[config.mk]
export PLATFORM = sky130hd
export DESIGN_NAME = swap_pair_scheduler
export DESIGN_NICKNAME = d
export VERILOG_FILES = /design/src/rtl/swap_pair_scheduler.sv
export SDC_FILE = /design/constraint.sdc
export NUM_CORES = 1
export LEC_CHECK = 0
export ABC_CLOCK_PERIOD_IN_PS = 2200
export CAP_MARGIN = 10
export CORE_AREA = 2 2 77 72
export CTS_CLUSTER_SIZE = 40
export DETAILED_ROUTE_END_ITERATION = 6
export DIE_AREA = 0 0 79 74
export HOLD_SLACK_MARGIN = 0.08
export PLACE_DENSITY = 0.75
export SLEW_MARGIN = 30
export SYNTH_ARGS = -nofsm -noshare
export SYNTH_HDL_FRONTEND = slang
export SYNTH_SLANG_ARGS = --single-unit
[constraint.sdc]
create_clock -name clock -period 2.2 [get_ports clock]
set_input_delay 0.44 -clock clock [delete_from_list [all_inputs] [get_ports clock]]
set_output_delay 0.44 -clock clock [all_outputs]
set_load 0.05 [all_outputs]
[src/rtl/swap_pair_scheduler.sv]
`default_nettype none
// ============================================================================
//  Module      : swap_pair_scheduler
//  Description : Two-requester, round-robin arbitrated command sequencer that
//                owns registers A and B (read / load / swap-burst) and pulses
//                pop one cycle after either register changes value.
//  Revision    : 1.0 - initial release
// ============================================================================
module swap_pair_scheduler #(
    parameter int               WIDTH  = 8,
    parameter int               CNT_W  = 4,
    parameter logic [WIDTH-1:0] A_INIT = WIDTH'(1),
    parameter logic [WIDTH-1:0] B_INIT = WIDTH'(0)
) (
    input  logic             clock,
    input  logic             reset_n,
    input  logic             req0_valid,
    output logic             req0_ready,
    input  logic [1:0]       req0_cmd,
    input  logic [WIDTH-1:0] req0_data,
    input  logic [CNT_W-1:0] req0_count,
    input  logic             req1_valid,
    output logic             req1_ready,
    input  logic [1:0]       req1_cmd,
    input  logic [WIDTH-1:0] req1_data,
    input  logic [CNT_W-1:0] req1_count,
    output logic [WIDTH-1:0] a_out,
    output logic [WIDTH-1:0] b_out,
    output logic             busy,
    output logic             done,
    output logic             done_id,
    output logic             pop
);

    localparam logic [1:0] c_ST_IDLE   = 2'd0;
    localparam logic [1:0] c_ST_EXEC   = 2'd1;
    localparam logic [1:0] c_ST_DONE   = 2'd2;

    localparam logic [1:0] c_CMD_READ  = 2'b00;
    localparam logic [1:0] c_CMD_LOADA = 2'b01;
    localparam logic [1:0] c_CMD_LOADB = 2'b10;
    localparam logic [1:0] c_CMD_SWAP  = 2'b11;

    logic [1:0]       r_state;
    logic [1:0]       w_state_next;
    logic             r_rr_last;
    logic             r_id;
    logic [1:0]       r_cmd;
    logic [WIDTH-1:0] r_data;
    logic [CNT_W-1:0] r_cnt;
    logic [WIDTH-1:0] r_a;
    logic [WIDTH-1:0] r_b;
    logic             r_pop;

    logic             w_idle;
    logic             w_gnt_id;
    logic             w_handshake;
    logic             w_last_exec;
    logic [1:0]       w_sel_cmd;
    logic [WIDTH-1:0] w_sel_data;
    logic [CNT_W-1:0] w_sel_count;
    logic [WIDTH-1:0] w_a_next;
    logic [WIDTH-1:0] w_b_next;
    logic [CNT_W-1:0] w_cnt_next;

    // Arbitration: a lone requester wins; on a tie the one not served last wins.
    assign w_idle      = (r_state == c_ST_IDLE);
    assign w_gnt_id    = (req0_valid && req1_valid) ? ~r_rr_last : req1_valid;
    assign w_handshake = w_idle && (req0_valid || req1_valid);
    assign w_sel_cmd   = w_gnt_id ? req1_cmd   : req0_cmd;
    assign w_sel_data  = w_gnt_id ? req1_data  : req0_data;
    assign w_sel_count = w_gnt_id ? req1_count : req0_count;

    // Swap runs max(count,1) cycles; count 0 or 1 both finish after one cycle.
    assign w_last_exec = (r_cmd != c_CMD_SWAP) || (r_cnt <= CNT_W'(1));

    // FSM state register
    always_ff @(posedge clock or negedge reset_n) begin
        if (!reset_n) begin
            r_state <= c_ST_IDLE;
        end else begin
            r_state <= w_state_next;
        end
    end

    // FSM next-state logic
    always_comb begin
        w_state_next = r_state;
        case (r_state)
            c_ST_IDLE: if (w_handshake) w_state_next = c_ST_EXEC;
            c_ST_EXEC: if (w_last_exec) w_state_next = c_ST_DONE;
            c_ST_DONE: w_state_next = c_ST_IDLE;
            default:   w_state_next = c_ST_IDLE;
        endcase
    end

    // FSM outputs
    always_comb begin
        busy       = !w_idle;
        done       = (r_state == c_ST_DONE);
        done_id    = (r_state == c_ST_DONE) && r_id;
        req0_ready = w_idle && req0_valid && !w_gnt_id;
        req1_ready = w_idle && req1_valid &&  w_gnt_id;
    end

    // Command latch and round-robin history
    always_ff @(posedge clock or negedge reset_n) begin
        if (!reset_n) begin
            r_rr_last <= 1'b1;
            r_id      <= 1'b0;
            r_cmd     <= c_CMD_READ;
            r_data    <= '0;
        end else if (w_handshake) begin
            r_rr_last <= w_gnt_id;
            r_id      <= w_gnt_id;
            r_cmd     <= w_sel_cmd;
            r_data    <= w_sel_data;
        end
    end

    // Register datapath next values
    always_comb begin
        w_a_next   = r_a;
        w_b_next   = r_b;
        w_cnt_next = r_cnt;
        if (w_handshake) begin
            w_cnt_next = w_sel_count;
        end else if (r_state == c_ST_EXEC) begin
            case (r_cmd)
                c_CMD_LOADA: w_a_next = r_data;
                c_CMD_LOADB: w_b_next = r_data;
                c_CMD_SWAP: begin
                    if (r_cnt != '0) begin
                        w_a_next   = r_b;
                        w_b_next   = r_a;
                        w_cnt_next = r_cnt - CNT_W'(1);
                    end
                end
                default: ;
            endcase
        end
    end

    // Registers A/B, burst counter and the change pulse
    always_ff @(posedge clock or negedge reset_n) begin
        if (!reset_n) begin
            r_a   <= A_INIT;
            r_b   <= B_INIT;
            r_cnt <= '0;
            r_pop <= 1'b0;
        end else begin
            r_a   <= w_a_next;
            r_b   <= w_b_next;
            r_cnt <= w_cnt_next;
            r_pop <= (w_a_next != r_a) || (w_b_next != r_b);
        end
    end

    assign a_out = r_a;
    assign b_out = r_b;
    assign pop   = r_pop;

endmodule
`default_nettype wire

==> metrics.md <==
| Metric | Value |
|---|---|
| Synth async-reset ratio | 100% |
| DR vias/cell | 5.59 |
| Startpoint types | register |
| Syn Nets | 285 |
| Main flop type after synthesis | dfrtp_1 |
| Die Ht | 74 microns |
| Clock-pin transition on the worst setup and hold timing paths | 70 ps |
| Final min period | 2160 ps |
| Outcome | complete, no violations |
| Critical path peak fanout | 6 |
| CTS max path bufs | 2 |
| CTS sink cnt | 35 |
| Slowest-stage cell, CP | clkdlybuf4s50_1 |
| Worst path cell trace | clkdlybuf4s50_1 |
| Crit Path Class | reg -> out |
| CTS tree | built |
| Maxcap violations | 0 |
| Gr usage total | 21.3% |
| # IOs | 54 |
| Number of flops mapped to enable cells by yosys | 0 |
| Worst-Skew Late Latency | 300 ps |
| Hold path cells | 1 |
| Commonest non-fill, non-tap cell in the layout | clkdlybuf4s50_1 |
| Leak | 1.28 nW |
| Pwr per Cell Area | 1660 nW/um^2 |
| 1st-iter DRT viols | 218 |
| Mapped Cells | 251 |
| RSZ-0062 raised after global routing | yes |
| ANT nets after route | 0 |
| Core ar. | 5070 sq um |
| Max IR drop VDD | 0.994 mV |
| Synth warnings | 0 |
| Fmax | 463 MHz |
| Final Hold Viols | 0 |
| Port bufs | 53 |
| Fin Clk Skew | 5.64 ps |
| Mapped Avg Cell Area | 8.70 sq um |
| Fin crit share | 98.2% |
| Die ar. | 5850 sq um |
| Design Area, Final | 3010 sq um |
| Worst Reg2Reg Path Length in Cells | 8 |
| CP arrival | 1720 ps |
| Die Wd | 79 microns |
| Worst-margin pin slew | 497 ps |
| Slowest Stage Delay on Critical Path | 820 ps |
| Routability cong. | 0.925 |
| Required @ worst endpoint | 1760 ps |
| Final setup fails | 0 |
| Hold buffers post-CTS | 0 |
| Seq cells post-synth | 35 |
| CTS Root Cell | clkbuf_8 |
| Mapped cell area | 2180 sq um |
| Distinct cell type count after synthesis | 48 |
| Min-delay worst type | reg -> reg |
| Rel. slew slack | 66.8% |
| Largest net degree at the start of global routing | 36 |
| Vias | 2,146 |
| Crit path max-delay family | buffers and inverters |
| Finished Layout Cells | 384 |
| Sequential element share of the synthesized area | 40.2% |
| Drt drc | 0 |
| Endpoint class of the critical path | primary output |
| Initial antenna violation count | 0 |
| H-tree Lvls | 2 |
| Stages on the worst setup path | 1 |
| Share of layout cells above drive strength 1 | 13.9% |
| Dpl cell area | 2840 sq um |
| Commonest cells after routing, fill and taps aside | 48 x clkdlybuf4s50_1, 32 x dfrtp_1, 28 x nor2_1, 25 x nand2_1, 23 x o21ai_0 |
| Rows | 25 |
| Diode count | 0 |
| Routed wire per std cell | 15.1 microns |
| Total iterations of the first detailed-routing run | 4 |
| Area grow syn2layout | 37.9% |
| Post-detail-place hpwl | 4210 microns |
| Total CTS buffers | 5 |
| WL final | 5810 microns |
| Starting Density | 43.1% |
| Inst Count DP | 370 |
| Overflow after GRT | 0 |
| Vias in the first global route | 2,025 |
| Final Max Tran Viols | 0 |
| Buffers plus inverters on the worst setup path | 1 |
| Final Power | 5.00 mW |
| Fin nets | 350 |
| Global-route wire length before repair | 9650 microns |
==> through the flow <==
| stage | setup TNS, ps | util [%] | hold slack, ps | worst slack, ps |
|---|---|---|---|---|
| final | 0 | 59.5 | 482 | 39.4 |
| after floorplan | 0 | - | 144 | 57.1 |
| after CTS | 0 | 58.7 | 480 | 26.4 |
| after global routing | -69.2 | 59.5 | 512 | -69.2 |
| after detailed placement | -23.9 | 56.0 | 464 | -23.9 |
| after global placement | 0 | 56.0 | 454 | 102 |
==> registers in the layout (all words and copies together), names as in the netlist <==
name       flops
r_cnt          4
r_id           1
pop            1
r_cmd          2
r_data         8
a_out          8
b_out          8
r_state        2
r_rr_last      1
==> cell usage after synthesis, types with 2 or more instances <==
| master | number | area (sq um) |
|---|---|---|
| nand2_1 | 25 | 93.8 |
| nor2b_1 | 3 | 18.8 |
| nand3_1 | 7 | 35.0 |
| ha_1 | 2 | 25.0 |
| and2_1 | 2 | 12.5 |
| a21o_1 | 2 | 15.0 |
| o221ai_1 | 2 | 17.5 |
| a22oi_1 | 2 | 15.0 |
| nor3b_1 | 2 | 15.0 |
| o21ai_0 | 23 | 115 |
| dfstp_2 | 2 | 52.6 |
| buf_2 | 7 | 35.0 |
| a21oi_1 | 17 | 85.1 |
| clkbuf_1 | 5 | 18.8 |
| o22ai_1 | 15 | 93.8 |
| and3b_1 | 2 | 17.5 |
| dfrtp_1 | 33 | 826 |
| nand4_1 | 3 | 18.8 |
| nand2b_1 | 5 | 31.3 |
| a211oi_1 | 2 | 15.0 |
| inv_1 | 10 | 37.5 |
| nor2_1 | 28 | 105 |
| xor2_1 | 4 | 35.0 |
| mux2i_1 | 20 | 200 |
| nand3b_1 | 2 | 15.0 |
| a31oi_1 | 2 | 12.5 |
| o211ai_1 | 3 | 22.5 |
==> layer usage <==
metal | global-route usage, % | part of all wire, % | up-vias | routed length (microns)
met5 | 0 | 0 | - | 0
met1 | 28.7 | 45 | 986 | 2600
met3 | 5.83 | 9.3 | 17 | 540
li1 | - | - | 1033 | -
met2 | 33.1 | 43 | 110 | 2510
met4 | 8.62 | 2.7 | 0 | 154
==> final timing paths <==
path | startpoint | to | slack [ps]
max | a_out[0] | a_out[0] | 40
min | r_id | r_id | 480
max reg2reg | r_cnt[0] | pop | 40
min reg2reg | r_id | r_id | 480
max in group asynchronous | reset_n | r_rr_last | 1300
min in group asynchronous | reset_n | a_out[6] | 560
==> power breakdown <==
group          internal [mW]  leakage (nW)  switching [mW]
sequential             0.984         0.411           0.526
combinational           1.18         0.811            1.70
clock                  0.367        0.0612           0.240
==> area by class of cell <==
type	count	area, sq um
tap	67	83.8
inverter	10	37.5
clock inverter	2	35.0
timing repair buffer	72	674
sequential	35	880
multi-input combinational	192	1220
fill	460	2050
clock buffer	6	82.6
==> timing repair <==
action / in CTS / in global routing
pin swaps: 1 / 4
gates cloned: 0 / 0
endpoints found under the hold margin: 0 / 0
setup endpoints to repair: 2 / 1
buffers inserted: 3 / 3
resized for setup: 1 / 5
==> cells by family (layout without fill, tap and decap cells) <==
kind of cell,count (synthesis),count (layout),synth area share [%]
buf+inv,24,90,4.70
xor+xnor,5,5,2.00
mux,20,20,9.16
compound gates,77,77,22.1
fa+ha+maj,2,2,1.15
flops,35,35,40.2
simple gates,88,88,20.7
Note: power is estimated with default switching activity, not from simulation.
